--- config.mk ---
export PLATFORM = sky130hd
export DESIGN_NAME = sad_sequencer
export DESIGN_NICKNAME = d
export VERILOG_FILES = /design/src/rtl/sad_sequencer.sv
export SDC_FILE = /design/constraint.sdc
export NUM_CORES = 1
export LEC_CHECK = 0
export CAP_MARGIN = 5
export CORE_MARGIN = 2
export CORE_UTILIZATION = 40
export DETAILED_ROUTE_END_ITERATION = 16
export HOLD_SLACK_MARGIN = 0.05
export PLACE_DENSITY = 0.75
export SYNTH_ARGS = -nofsm -noshare
export SYNTH_HDL_FRONTEND = slang
export SYNTH_SLANG_ARGS = --single-unit
--- constraint.sdc ---
create_clock -name Clk -period 11.8 [get_ports Clk]
set_input_delay 2.36 -clock Clk [delete_from_list [all_inputs] [get_ports Clk]]
set_output_delay 2.36 -clock Clk [all_outputs]
set_load 0.05 [all_outputs]
--- src/rtl/sad_sequencer.sv ---
// Block-match search sequencer for the SAD datapath: window fetch, two-column frame scan, strobes.
// Optional busy-cycle counter is built only when SAD_SEQ_CYCLE_COUNT_EN is defined.
module sad_sequencer #(
  parameter int ROW_STRIDE = 64,
  parameter int B_OFFSET   = 256,
  parameter int DIM_W      = 8
) (
  input  logic             Clk,
  input  logic             Reset,
  input  logic             start,
  input  logic [31:0]      frame_base,
  input  logic [31:0]      window_base,
  input  logic [DIM_W-1:0] num_rows,
  input  logic [DIM_W-1:0] num_cols,
  output logic             rd_en,
  output logic [31:0]      addr_a,
  output logic [31:0]      addr_b,
  output logic [31:0]      tag_addr,
  output logic             window_shift,
  output logic             frame_shift,
  output logic             min_in,
  output logic             min_clear,
  output logic             load_min,
  output logic             busy,
  output logic             done,
  output logic             err,
  output logic [31:0]      cycle_count
);

  localparam logic [31:0] STRIDE = 32'(ROW_STRIDE);
  localparam logic [31:0] BOFF   = 32'(B_OFFSET);

  typedef enum logic [2:0] {
    S_IDLE,
    S_CLEAR,
    S_LOAD_WIN,
    S_SCAN,
    S_DRAIN,
    S_DONE
  } state_e;

  state_e           state_q, state_d;
  logic [31:0]      frame_base_q, frame_base_d;
  logic [31:0]      window_base_q, window_base_d;
  logic [DIM_W-1:0] rows_q, rows_d;
  logic [DIM_W-1:0] cols_q, cols_d;
  logic [DIM_W-1:0] row_q, row_d;
  logic [DIM_W-1:0] col_q, col_d;
  logic             err_q, err_d;
  logic             done_q, done_d;
  logic             wshift_q, fshift_q, min_in_q;
  logic [31:0]      tag_q;

  logic             rd_en_c;
  logic [31:0]      addr_c;
  logic             start_acc;
  logic             dims_ok;
  logic             busy_c;

  assign start_acc = start && ((state_q == S_IDLE) || (state_q == S_DONE));
  assign dims_ok   = (num_rows >= DIM_W'(4)) && (num_cols != '0);
  assign busy_c    = (state_q == S_CLEAR) || (state_q == S_LOAD_WIN) ||
                     (state_q == S_SCAN)  || (state_q == S_DRAIN);

  // row_q doubles as the window-row index k while in LOAD_WIN.
  always_comb begin
    state_d       = state_q;
    frame_base_d  = frame_base_q;
    window_base_d = window_base_q;
    rows_d        = rows_q;
    cols_d        = cols_q;
    row_d         = row_q;
    col_d         = col_q;
    err_d         = err_q;
    done_d        = 1'b0;
    rd_en_c       = 1'b0;
    addr_c        = '0;

    case (state_q)
      S_IDLE, S_DONE: begin
        if (start_acc) begin
          frame_base_d  = frame_base;
          window_base_d = window_base;
          rows_d        = num_rows;
          cols_d        = num_cols;
          row_d         = '0;
          col_d         = '0;
          if (dims_ok) begin
            err_d   = 1'b0;
            state_d = S_CLEAR;
          end else begin
            err_d   = 1'b1;
            done_d  = 1'b1;
            state_d = S_DONE;
          end
        end
      end

      S_CLEAR: begin
        row_d   = '0;
        state_d = S_LOAD_WIN;
      end

      S_LOAD_WIN: begin
        rd_en_c = 1'b1;
        addr_c  = window_base_q + 32'(row_q) * STRIDE;
        if (row_q == DIM_W'(3)) begin
          row_d   = '0;
          col_d   = '0;
          state_d = S_SCAN;
        end else begin
          row_d = row_q + DIM_W'(1);
        end
      end

      S_SCAN: begin
        rd_en_c = 1'b1;
        addr_c  = frame_base_q + (32'(col_q) << 2) + 32'(row_q) * STRIDE;
        if (row_q == rows_q - DIM_W'(1)) begin
          row_d = '0;
          if (col_q == cols_q - DIM_W'(1)) begin
            state_d = S_DRAIN;
          end else begin
            col_d = col_q + DIM_W'(1);
          end
        end else begin
          row_d = row_q + DIM_W'(1);
        end
      end

      S_DRAIN: begin
        done_d  = 1'b1;
        state_d = S_DONE;
      end

      default: state_d = S_IDLE;
    endcase
  end

  always_ff @(posedge Clk) begin
    if (!Reset) begin
      state_q       <= S_IDLE;
      frame_base_q  <= '0;
      window_base_q <= '0;
      rows_q        <= '0;
      cols_q        <= '0;
      row_q         <= '0;
      col_q         <= '0;
      err_q         <= 1'b0;
      done_q        <= 1'b0;
      wshift_q      <= 1'b0;
      fshift_q      <= 1'b0;
      min_in_q      <= 1'b0;
      tag_q         <= '0;
    end else begin
      state_q       <= state_d;
      frame_base_q  <= frame_base_d;
      window_base_q <= window_base_d;
      rows_q        <= rows_d;
      cols_q        <= cols_d;
      row_q         <= row_d;
      col_q         <= col_d;
      err_q         <= err_d;
      done_q        <= done_d;
      // Strobes trail their read by the fixed one-cycle memory latency.
      wshift_q      <= (state_q == S_LOAD_WIN);
      fshift_q      <= (state_q == S_SCAN);
      min_in_q      <= (state_q == S_SCAN) && (row_q >= DIM_W'(3));
      tag_q         <= addr_c;
    end
  end

  assign rd_en        = rd_en_c;
  assign addr_a       = addr_c;
  assign addr_b       = rd_en_c ? (addr_c + BOFF) : '0;
  assign tag_addr     = tag_q;
  assign window_shift = wshift_q;
  assign frame_shift  = fshift_q;
  assign min_in       = min_in_q;
  assign min_clear    = (state_q == S_CLEAR);
  assign load_min     = (state_q == S_DONE);
  assign busy         = busy_c;
  assign done         = done_q;
  assign err          = err_q;

`ifdef SAD_SEQ_CYCLE_COUNT_EN
  logic [31:0] cnt_q, cnt_d;

  always_comb begin
    cnt_d = cnt_q;
    if (start_acc) begin
      cnt_d = '0;
    end else if (busy_c) begin
      cnt_d = cnt_q + 32'd1;
    end
  end

  always_ff @(posedge Clk) begin
    if (!Reset) begin
      cnt_q <= '0;
    end else begin
      cnt_q <= cnt_d;
    end
  end

  assign cycle_count = cnt_q;
`else
  assign cycle_count = '0;
`endif

endmodule

### Word-level counts from Yosys, hierarchy flattened

Cells that the tools add are included.

| storage, ports and cells | value |
|---|---|
| bits in registers | 136 |
| bits of input ports | 83 |
| output and inout port bits | 137 |

| cells by class | value |
|---|---|
| add/subtract/negate cells | 8 |
| magnitude comparators | 2 |
| equal/unequal tests | 13 |
| multiplexer cells | 20 |
| reduce and logical (&&, ||, !) cells | 17 |

Operators with widths:

| operator | count |
|---|---|
| $add 32x14->32 | 2 |
| $pmux 32 s2 | 1 |
| $mux 8 | 6 |
| $add 32x10->32 | 1 |
| $add 32x9->32 const B | 1 |
| $mux 32 | 1 |
| $pmux 8 s4 | 1 |
| $pmux 8 s3 | 1 |
| $add 8x1->8 const B | 2 |
| $eq 8x8->1 | 2 |
| $sub 8x1->8 const B | 2 |
| $mux 3 | 5 |
| $pmux 3 s5 | 1 |
| $eq 8x2->1 const B | 1 |
| $ge 8x2->1 const B | 1 |
| $ge 8x3->1 const B | 1 |
| $reduce_bool 8->1 | 1 |
| $eq 3x2->1 const B | 2 |
| $eq 3x3->1 const B | 2 |
| $ne 2x2->1 const B | 3 |
| $reduce_and 5->1 | 1 |
| $logic_or 1x1->1 | 4 |
| $ne 2x1->1 const B | 2 |
| $reduce_and 2->1 | 2 |
| other kinds (9) | 14 |

### Logic depth before layout (Yosys ltp)

| depth | value |
|---|---|
| word-level depth | 5 |
| depth in mapped cells | 14 |
| depth with buffers taken out | 14 |

### Worst setup path before layout

OpenSTA, ideal clock, no wires.

| timing | value |
|---|---|
| path kind | flip-flop to output port |
| start | register row_q[0] |
| end | output addr_b[22] |
| arrival | 6.033 ns |
| path slack | 3.407 ns |
| stages on the path, launching flop included | 15 |
| buffers on the path | 0 |
| path through | dfxtp_1 -> inv_1 -> fa_1 -> inv_1 -> ha_1 -> o211ai_1 -> nor2_1 -> nor4b_1 -> nor4_1 -> ha_1 -> nor4b_1 -> nand4_1 -> nor4b_2 -> nand3_1 -> xnor2_1 |

| on the way | value |
|---|---|
| word-level cells in the longest chain between the ends | 4 |

Ends and longest elaborated chain:

| element | RTL line | source |
|---|---|---|
| start: declaration | 47 | `logic [DIM_W-1:0] row_q, row_d;` |
| start signal: assignment | 161 | `row_q <= row_d;` |
| $add 32x14->32, on equally long branches | 118, 106 |  |
| $pmux 32 s2 (*) | 79 | `case (state_q)` |
| net addr_a[8] | 16 | `output logic [31:0] addr_a,` |
| $add 32x9->32 (*) | 175 | `assign addr_b = rd_en_c ? (addr_c + BOFF) : '0;` |
| $mux 32 (*) | 175 |  |
| end: declaration | 17 | `output logic [31:0] addr_b,` |

Mark *: on every way through the listed nets, which the timed path passes. The rest lies on a longest branch.

### Worst setup path in the final report

| timing | value |
|---|---|
| start | register row_q[0] |
| end | output addr_b[26] |

| on the way | value |
|---|---|
| word-level cells in the longest chain between the ends | 4 |

Ends and longest elaborated chain:

| element | RTL line |
|---|---|
| $add 32x14->32, on equally long branches | 118, 106 |
| $pmux 32 s2 (*) | 79 |
| $add 32x9->32 (*) | 175 |
| $mux 32 (*) | 175 |

Mark *: on every way between the ends. The rest lies on a longest branch, timed or not.

==> run_summary.xml <==
<?xml version="1.0" encoding="UTF-8"?>
<metrics>
  <group name="critical_path">
    <metric name="r2r_start" unit="">row_q[3]</metric>
    <metric name="worstSetupEndpointType" unit="">primary output</metric>
    <metric name="worstPathRequired" unit="ps">9440</metric>
    <metric name="critical_path_peak_fanout" unit="">7</metric>
    <metric name="setup.worst_path.class" unit="">flip-flop to primary output</metric>
    <metric name="worst_r2r_path_depth" unit="">9</metric>
    <metric name="timing.critical_path.arrival" unit="ps">6100</metric>
    <metric name="regToRegSetupSlack" unit="ps">8010</metric>
    <metric name="timing.critical_path.from_type" unit="">flip-flop</metric>
    <metric name="critical_path.reg2reg.endpoint" unit="">tag_addr[30]</metric>
  </group>
  <group name="synthesis">
    <metric name="synth-async-reset-ratio" unit="">0</metric>
    <metric name="mappedNetlistArea" unit="sq um">8750</metric>
    <metric name="netlist_instances" unit="">1096</metric>
    <metric name="synth_sequential_area_ratio" unit="">0.311</metric>
    <metric name="syn_avg_cell_area" unit="sq um">7.98</metric>
    <metric name="synth_enable_flop_cells" unit="">0</metric>
    <metric name="postSynth.topFlopCell" unit="">sky130_fd_sc_hd__dfxtp_1</metric>
    <metric name="yosysWarningCount" unit="">0</metric>
    <metric name="synth_cell_types" unit="">79</metric>
    <metric name="synth.ff_latch_count" unit="">136</metric>
  </group>
  <group name="sta">
    <metric name="final_max_slew_viol_count" unit="">0</metric>
    <metric name="finalHoldViolations" unit="">0</metric>
    <metric name="maxSlewHeadroom" unit="">0.269</metric>
    <metric name="worst-slew-pin-transition" unit="ps">1100</metric>
    <metric name="setup_violations" unit="">0</metric>
    <metric name="max_clock_freq" unit="GHz">0.118</metric>
    <metric name="hold_slack" unit="ps">467</metric>
    <metric name="setup_repair_after_global_routing_missed_its_margin" unit="">no</metric>
    <metric name="final_period_utilization" unit="">0.717</metric>
    <metric name="worst_clock_skew" unit="ps">8.08</metric>
    <metric name="final.min_clock_period" unit="ps">8460</metric>
    <metric name="total_negative_slack_for_setup_checks" unit="ps">0</metric>
  </group>
  <group name="clock_tree">
    <metric name="ctsResizeCount" unit="">0</metric>
    <metric name="ctsLongestPathBuffers" unit="">2</metric>
    <metric name="cts-buffers-inserted" unit="">17</metric>
    <metric name="clk_lat_worst_skew" unit="ps">430</metric>
    <metric name="post-cts-setup-buffers" unit="">0</metric>
    <metric name="cts_max_level" unit="">4</metric>
    <metric name="clkSinkCount" unit="">136</metric>
    <metric name="tritoncts_clock_tree" unit="">built</metric>
    <metric name="cts_hold_repair.buffers" unit="">0</metric>
    <metric name="ctsRootBufferMaster" unit="">sky130_fd_sc_hd__clkbuf_16</metric>
    <metric name="clock_input_transition_at_the_sequential_cells_of_the_worst_setup_and_hold_paths" unit="ps">60</metric>
  </group>
  <group name="cells_and_area">
    <metric name="final_util" unit="">0.521</metric>
    <metric name="final_net_count" unit="">1366</metric>
    <metric name="layout.cells.most_common_list" unit="">sky130_fd_sc_hd__nand2_1 (205), sky130_fd_sc_hd__clkdlybuf4s50_1 (186), sky130_fd_sc_hd__dfxtp_1 (136), sky130_fd_sc_hd__a21boi_0 (90), sky130_fd_sc_hd__nor2_1 (58)</metric>
    <metric name="antennaDiodeCount" unit="">0</metric>
    <metric name="synthToLayoutAreaGrowth" unit="%">28.8</metric>
    <metric name="fraction_of_final_layout_cells_with_drive_strength_greater_than_1" unit="">0.0486</metric>
    <metric name="layout.cells.most_common" unit="">sky130_fd_sc_hd__nand2_1</metric>
    <metric name="finalNonFillerCells" unit="">1536</metric>
    <metric name="stdcell_area" unit="sq um">11300</metric>
  </group>
  <group name="floorplan">
    <metric name="initial_standard_cell_utilization_of_the_core" unit="">0.405</metric>
    <metric name="die_h" unit="microns">152</metric>
    <metric name="std_cell_rows" unit="">54</metric>
    <metric name="fp.coreArea" unit="sq um">21600</metric>
    <metric name="floorplan.die.width" unit="microns">152</metric>
    <metric name="design.portCount" unit="">220</metric>
    <metric name="die_area" unit="sq um">23100</metric>
  </group>
  <group name="power_and_ir_drop">
    <metric name="power_density" unit="nW/um^2">191</metric>
    <metric name="netSwitchingFraction" unit="">0.431</metric>
    <metric name="cellInternalPower" unit="uW">1230</metric>
    <metric name="clockPowerShare" unit="">0.277</metric>
    <metric name="p_leak" unit="uW">0.00428</metric>
    <metric name="seq_power_share" unit="">0.280</metric>
    <metric name="power.switching" unit="uW">930</metric>
    <metric name="max-vdd-ir-drop" unit="uV">98.5</metric>
    <metric name="power_frac_comb" unit="">0.443</metric>
  </group>
  <group name="global_routing">
    <metric name="number_of_global_route_vias_before_repair" unit="">7725</metric>
    <metric name="grt_start_max_net_pins" unit="">131</metric>
    <metric name="antenna_violations_before_repair" unit="">0</metric>
    <metric name="congestion_overflow_gr" unit="">0</metric>
    <metric name="grt_pass1_wl" unit="microns">39900</metric>
    <metric name="grt_util_all_layers" unit="">0.211</metric>
  </group>
  <group name="outcome">
    <metric name="run_status" unit="">finished clean</metric>
  </group>
  <group name="drt">
    <metric name="drt_wl_total" unit="microns">25200</metric>
    <metric name="drtAntennaViolNets" unit="">0</metric>
    <metric name="dr_total_vias" unit="">8302</metric>
    <metric name="drc" unit="">0</metric>
    <metric name="met1Wirelength" unit="microns">10900</metric>
    <metric name="route.met2.wl" unit="microns">11900</metric>
    <metric name="firstDrtPassIters" unit="">5</metric>
    <metric name="top_layer_used" unit="">met4</metric>
    <metric name="wl_per_cell" unit="microns">16.4</metric>
    <metric name="dr.first_iter.drc_count" unit="">726</metric>
    <metric name="route.met3.wl" unit="microns">1690</metric>
    <metric name="via_per_inst" unit="">5.40</metric>
  </group>
  <group name="worst_hold_path">
    <metric name="hold_path_class" unit="">flip-flop to flip-flop</metric>
    <metric name="timing.hold.worst.start" unit="">window_base_q[2]</metric>
    <metric name="holdPathEnd" unit="">window_base_q[2]</metric>
    <metric name="hold_path_depth" unit="">2</metric>
  </group>
  <group name="placed_design">
    <metric name="dp.cells" unit="">1505</metric>
    <metric name="io_buffers" unit="">187</metric>
    <metric name="detailed_place.area" unit="sq um">10600</metric>
    <metric name="place_congestion" unit="">0.938</metric>
    <metric name="place.detailed.hpwl" unit="microns">18400</metric>
  </group>
  <group name="run">
    <metric name="timing.max_cap.violations" unit="">0</metric>
  </group>
</metrics>
-- synthesized netlist by cell type (all sizes together), types with 6 or more instances --
master	count	area, sq um
nor3	22	110
nand2b	11	68.8
and2	36	225
nand2	205	769
nand4	14	87.6
dfxtp	136	2720
nor4	13	87.6
clkbuf	47	176
o21ai	31	155
buf	50	355
nor2	58	218
or3	7	43.8
a21o	9	67.6
nand3b	8	60.1
inv	30	113
nor3b	6	45.0
a211oi	16	135
xor2	39	342
nand3	25	135
and3	11	68.8
a21oi	36	184
mux2i	13	130
nor2b	12	75.1
ha	33	413
fa	6	120
a21boi	91	683
xnor2	38	333
o211ai	12	100
-- critical path: stages, from the launching register on --
cell,delay [ps]
sky130_fd_sc_hd__dfxtp_1,460
sky130_fd_sc_hd__inv_1,100
sky130_fd_sc_hd__fa_1,500
sky130_fd_sc_hd__inv_1,50
sky130_fd_sc_hd__ha_1,360
sky130_fd_sc_hd__o211ai_1,200
sky130_fd_sc_hd__nor2_1,150
sky130_fd_sc_hd__nor4b_1,70
sky130_fd_sc_hd__nor4_1,910
sky130_fd_sc_hd__ha_1,320
sky130_fd_sc_hd__nor4b_1,560
sky130_fd_sc_hd__nand4_1,320
sky130_fd_sc_hd__nor4b_2,510
sky130_fd_sc_hd__nand3_1,160
sky130_fd_sc_hd__xnor2_1,170
sky130_fd_sc_hd__clkdlybuf4s50_1,820
-- routing by layer --
layer | vias up | GRT usage
met5 | - | 0
met4 | 0 | 0.0828
met3 | 44 | 0.0456
met2 | 342 | 0.354
met1 | 3863 | 0.264
li1 | 4053 | -
-- state kept, by name, summed over array words and instances (netlist names), 3 cells and up --
signal / cells
window_base_q: 32
tag_addr: 32
row_q: 8
rows_q: 8
frame_base_q: 32
col_q: 8
state_q: 3
cols_q: 8
-- final cells by class --
class	count	area (sq um)
inverters	31	116
multi-input cells	863	5500
repair buffers	195	1930
flip-flops and latches	136	2720
fillers	2072	10300
clock inverters	11	195
well taps	280	350
clock buffers	20	457
-- power by group through the flow --
stage               Sequential [uW]  Clock [uW]  Combinational (uW)
finish                          603         598                 956
CTS                             601         605                 953
global placement                608           0                 936
global route                    612         624                1030
detailed placement              611           0                 949
floorplan                       622           0                 655
-- how the worst max path moves through the flow --
stage,from,end,slack (ps),cells after the start
after floorplan,row_q[0],addr_b[22],3410,14
final,row_q[0],addr_b[26],3340,15
after global placement,row_q[0],addr_b[28],4120,15
after global routing,row_q[0],addr_b[22],2840,15
after detailed placement,row_q[0],addr_b[28],3900,15
after CTS,row_q[0],addr_b[28],3430,15
-- logic make-up (layout without fill, tap and decap cells) --
kind of cell               count (synthesis)  after routing  share of synthesized area
and+or+nand+nor                          449            449                      0.251
AOI/OAI and AO/OA                        253            253                      0.211
DFF                                      136            136                      0.311
buffers and inverters                    128            257                     0.0741
xor gates and xnor gates                  77             77                     0.0771
adders and majority gates                 39             39                     0.0609
muxes                                     13             13                     0.0149
other                                      1             32                   0.000429
-- through the flow --
stage / total power, uW / worst slack (ps)
6_report: 2160 / 3340
5_1_grt: 2260 / 2840
4_1_cts: 2160 / 3430
3_5_place_dp: 1560 / 3900
3_3_place_gp: 1540 / 4120
2_1_floorplan: 1280 / 3410
Power figures use the tool's default switching activity.
